--- config.mk ---
export PLATFORM = sky130hd
export DESIGN_NAME = pwm_frame_scheduler
export DESIGN_NICKNAME = d
export VERILOG_FILES = /design/src/rtl/pwm_frame_scheduler.sv
export SDC_FILE = /design/constraint.sdc
export NUM_CORES = 1
export LEC_CHECK = 0
export CORE_MARGIN = 2
export CORE_UTILIZATION = 47
export CTS_BUF_LIST = sky130_fd_sc_hd__clkbuf_8
export DETAILED_ROUTE_END_ITERATION = 10
export MAX_ROUTING_LAYER = met4
export PLACE_DENSITY = 0.74
export SYNTH_ARGS = -nofsm -noshare
export SYNTH_HDL_FRONTEND = slang
export SYNTH_SLANG_ARGS = --single-unit
--- constraint.sdc ---
create_clock -name clk -period 2.1 [get_ports clk]
set_input_delay 0.315 -clock clk [delete_from_list [all_inputs] [get_ports clk]]
set_output_delay 0.315 -clock clk [all_outputs]
set_load 0.01 [all_outputs]
--- src/rtl/pwm_frame_scheduler.sv ---
// Frame sequencer for the two drive servos: clears the timebase at frame end, double-buffers
// pulse-width commands into frame boundaries and emits registered PWM, frame tick and sample strobe.
module pwm_frame_scheduler #(
  parameter int unsigned CNT_W     = 21,
  parameter int unsigned PERIOD    = 2_000_000,
  parameter int unsigned MIN_PULSE = 100_000,
  parameter int unsigned MAX_PULSE = 200_000,
  parameter int unsigned NEUTRAL   = 150_000,
  parameter int unsigned SAMPLE_AT = 1_900_000
) (
  input  logic             clk,
  input  logic             reset,
  input  logic             enable,
  input  logic [CNT_W-1:0] tb_count,
  output logic             tb_clear,
  input  logic             cmd_valid,
  output logic             cmd_ready,
  input  logic [CNT_W-1:0] cmd_left,
  input  logic [CNT_W-1:0] cmd_right,
  output logic             pwm_left,
  output logic             pwm_right,
  output logic             frame_tick,
  output logic             sample_strobe,
  output logic             sync_err
);

  localparam logic [CNT_W-1:0] PERIOD_C  = CNT_W'(PERIOD);
  localparam logic [CNT_W-1:0] LAST_C    = CNT_W'(PERIOD - 1);
  localparam logic [CNT_W-1:0] MIN_C     = CNT_W'(MIN_PULSE);
  localparam logic [CNT_W-1:0] MAX_C     = CNT_W'(MAX_PULSE);
  localparam logic [CNT_W-1:0] NEUTRAL_C = CNT_W'(NEUTRAL);
  localparam logic [CNT_W-1:0] SAMPLE_C  = CNT_W'(SAMPLE_AT);

  typedef enum logic [1:0] {IDLE, SYNC, RUN} state_t;

  state_t           state, state_nxt;
  logic [CNT_W-1:0] active_l, active_r, pend_l, pend_r;
  logic             pend_full;
  logic             run_act, at_end, over, boundary, accept;

  function automatic logic [CNT_W-1:0] clamp(input logic [CNT_W-1:0] v);
    if (v < MIN_C)      return MIN_C;
    else if (v > MAX_C) return MAX_C;
    else                return v;
  endfunction

  always_comb begin
    state_nxt = state;
    case (state)
      IDLE:    if (enable) state_nxt = SYNC;
      SYNC:    state_nxt = RUN;
      RUN:     if (!enable) state_nxt = IDLE;
      default: state_nxt = IDLE;
    endcase
  end

  // Dropping enable in RUN suppresses every RUN action of that same cycle.
  assign run_act   = (state == RUN) && enable;
  assign at_end    = (tb_count == LAST_C);
  assign over      = (tb_count >= PERIOD_C);
  assign boundary  = (state == SYNC) || (run_act && at_end);
  assign tb_clear  = (state != RUN) || (tb_count >= LAST_C);
  assign cmd_ready = !pend_full;
  assign accept    = cmd_valid && !pend_full;

  always_ff @(posedge clk) begin
    if (reset) begin
      state         <= IDLE;
      active_l      <= NEUTRAL_C;
      active_r      <= NEUTRAL_C;
      pend_l        <= '0;
      pend_r        <= '0;
      pend_full     <= 1'b0;
      pwm_left      <= 1'b0;
      pwm_right     <= 1'b0;
      frame_tick    <= 1'b0;
      sample_strobe <= 1'b0;
      sync_err      <= 1'b0;
    end else begin
      state <= state_nxt;
      // Accept needs an empty buffer and load needs a full one, so they never overlap.
      if (accept) begin
        pend_l    <= clamp(cmd_left);
        pend_r    <= clamp(cmd_right);
        pend_full <= 1'b1;
      end else if (boundary && pend_full) begin
        active_l  <= pend_l;
        active_r  <= pend_r;
        pend_full <= 1'b0;
      end
      pwm_left      <= run_act && !boundary && !over && (tb_count < active_l);
      pwm_right     <= run_act && !boundary && !over && (tb_count < active_r);
      frame_tick    <= run_act && at_end;
      sample_strobe <= run_act && (tb_count == SAMPLE_C);
      if (run_act && over) sync_err <= 1'b1;
    end
  end

endmodule

==> summary.md <==
| Metric | Value |
|---|---|
| Final Hold Violating Endpoints | `0` |
| Max Cap Viol | `0` |
| Area leader, netlist | `dfxtp_1` |
| Mapped cell area | `4610 um^2` |
| Reg clk slew, reported paths | `90 ps` |
| Via count | `roughly 4600` |
| CP max stage delay | `~400 ps` |
| Top delay family on crit path | `buffers and inverters` |
| # rows | `36` |
| Gr ovfl total | `0` |
| Area fraction of the dominant cell type after synthesis | `between 30% and 40%` |
| Worst min path class | `input pin to flop` |
| Max Freq | `between 400 and 500 MHz` |
| CTS tree | `yes` |
| Net Count, Synth | `641` |
| Initial antenna violation count | `0` |
| Latest clock arrival within the worst-skew pair | `360 ps` |
| Layout cells sized above 1 | `16.6%` |
| Final setup violation count | `0` |
| Pwr Total | `3.56 mW` |
| Most frequent cells in the layout | `dfxtp_1 (91), a21oi_1 (72), buf_4 (59)` |
| Htree depth | `3` |
| Core area | `9640 um^2` |
| Commonest non-fill, non-tap cell in the layout | `dfxtp_1` |
| Initial Utilization | `a little under half` |
| First-pass GRT wire length | `21300 um` |
| Crit. End Element | `flop` |
| Nets | `766` |
| Largest net degree at the start of global routing | `72` |
| # hold bufs at CTS | `0` |
| Hpwl dp | `around 9500 um` |
| Area contributors post-synth | `dfxtp_1 (40%), ha_1 (11%), a21oi_1 (8.3%)` |
| Final Skew | `10.1 ps` |
| Leak | `2.57 nW` |
| Residual DRC | `0` |
| Final critical-path required period | `roughly 2000 ps` |
| Cells after Synth | `534` |
| Fill cells | `810` |
| Kind of start point of the critical path | `input pin` |
| Routed Antenna Nets | `0` |
| Req. time, crit path | `2350 ps` |
| Slowest cell on the critical path | `or3_4` |
| EDFF count, synth | `0` |
| DRT Wirelength | `13400 um` |
| Transition time of the tightest slew-check pin | `654 ps` |
| TritonCTS Buffers | `9` |
| Setup TNS | `0 ps` |
| Outcome | `finished clean` |
| Via count of the first global-routing pass | `4333` |
| DRT iter0 DRCs | `252` |
| Cell variety after synth | `50` |
| DR pass1 iterations | `5` |
| Clk sinks | `92` |
| Tot GR Track Use | `26.7%` |
| Gp weighted congestion | `0.908` |
| Sequential fraction of the synthesis area | `40.0%` |
| Final Slew Violations | `0` |
| Die height | `103 um` |
| Most used DFF post-synth | `dfxtp_1` |
| Input/output buffers | `73` |
| Crit path DAT | `2290 ps` |
| Max VDD drop | `around 0.3 mV` |
| Cell chain of the critical path | `clkdlybuf4s15_1 -> nand4_1 -> or3_4 -> buf_6 -> o41ai_4 -> buf_4 -> buf_12 -> buf_16 -> a21oi_1 -> a311o_1` |
| Clk root buf | `clkbuf_8` |
| Post-synthesis register bit count | `92` |
| Power per cell area | `~570 nW/um^2` |
| Crit-path max FO | `7` |
| Crit path kind | `input pin to flop` |
| Via density | `5.81` |
| Fin crit share | `96.9%` |
| Die W | `103 um` |
| CP bufs+invs | `5` |
| Final design utilization | `64.7%` |
| Ys async rst share | `0%` |
| I/O pin count | `74` |
| Layout Area Growth over Synthesis | `35.4%` |
| Antenna Cells | `0` |
| Post-synthesis area per instance | `8.63 um^2` |
| Avg WL per Cell | `16.8 um` |
| Max-slew headroom | `56.0%` |
| CTS max path bufs | `2` |
| Min Hold Slack | `402 ps` |
| Syn. warnings | `0` |
| DIE AREA | `10600 um^2` |
## layer usage
metal	part of all wire (%)	wire length (um)	track usage, %
met5	0	0	-
met4	3.4	457	11.9
met3	7.5	1000	4.27
met2	45	6110	42.2
met1	44	5860	33.8
## synthesized netlist by cell type, types with 6 or more instances
cell type	instances
dfxtp_1	92
inv_1	49
o21ai_0	39
a21o_1	7
nand4_1	9
nor3_1	16
a311o_1	16
nor4_1	9
a22o_1	16
ha_1	40
clkbuf_1	22
nor2_1	15
a211oi_1	6
nand2_1	27
a21oi_1	76
nand3_1	28
and2_1	6
## registers in the layout (all words and copies together), names as in the netlist
signal / flops
active_l: 21
active_r: 21
sync_err: 1
pend_full: 1
pwm_left: 1
state: 2
pwm_right: 1
sample_strobe: 1
frame_tick: 1
pend_l: 21
pend_r: 21
## area by class of cell
type / instances / area [um^2] / area share (%)
tap: 133 / 166 / 2.67
multi-input combinational: 363 / 2530 / 40.5
clock buffer: 10 / 138 / 2.21
sequential: 92 / 1840 / 29.5
clock inverter: 6 / 33.8 / 0.542
inverter: 49 / 184 / 2.95
timing repair buffer: 144 / 1350 / 21.6
## path summary, 6_finish.rpt
| path | from | slack, ps | end | cells past startpoint |
|---|---|---|---|---|
| worst min register to register | state[1] | 440 | state[0] | 1 |
| worst max register to register | state[1] | 130 | active_r[17] | 8 |
| worst max-delay path | tb_count[15] | 70 | active_r[17] | 10 |
| worst min-delay path | tb_count[9] | 400 | sample_strobe | 4 |
## per-stage QoR
stage | instances | area, um^2 | setup slack, ps
after floorplan | 534 | 4610 | 243
after global placement | 769 | 5860 | -444
after detailed placement | 769 | 5860 | -436
after CTS | 796 | 6190 | 0.405
after global routing | 797 | 6240 | -12.0
final | 797 | 6240 | 65.5
## cells by family (layout without fill, tap and decap cells)
| family | Yosys count | count (layout) | synth area share (%) |
|---|---|---|---|
| and+or+nand+nor | 139 | 139 | 16.9 |
| AOI/OAI and AO/OA | 184 | 184 | 25.5 |
| adders and majority gates | 40 | 40 | 10.9 |
| DFF | 92 | 92 | 40.0 |
| buffers and inverters | 79 | 209 | 6.79 |
## report_power, final
group | internal [mW] | total (mW) | switching, mW | leakage, nW
clock network | 0.450 | 1.05 | 0.602 | 0.0883
logic | 0.331 | 0.685 | 0.354 | 1.74
registers | 1.80 | 1.82 | 0.0292 | 0.748
total | 2.58 | 3.56 | 0.985 | 2.57
## worst min-delay path, cell delays in order
cell,delay (ps)
dlymetal6s2s_1,120
or3_4,140
buf_6,100
nor4_1,50
## what timing repair did
| action | CTS | global route |
|---|---|---|
| resized for setup | 33 | 29 |
| gates cloned | 3 | 0 |
| pin swaps | 26 | 8 |
| setup buffers | 8 | 2 |
| setup endpoints to repair | 31 | 37 |
Note: power is estimated with default switching activity, not from simulation.
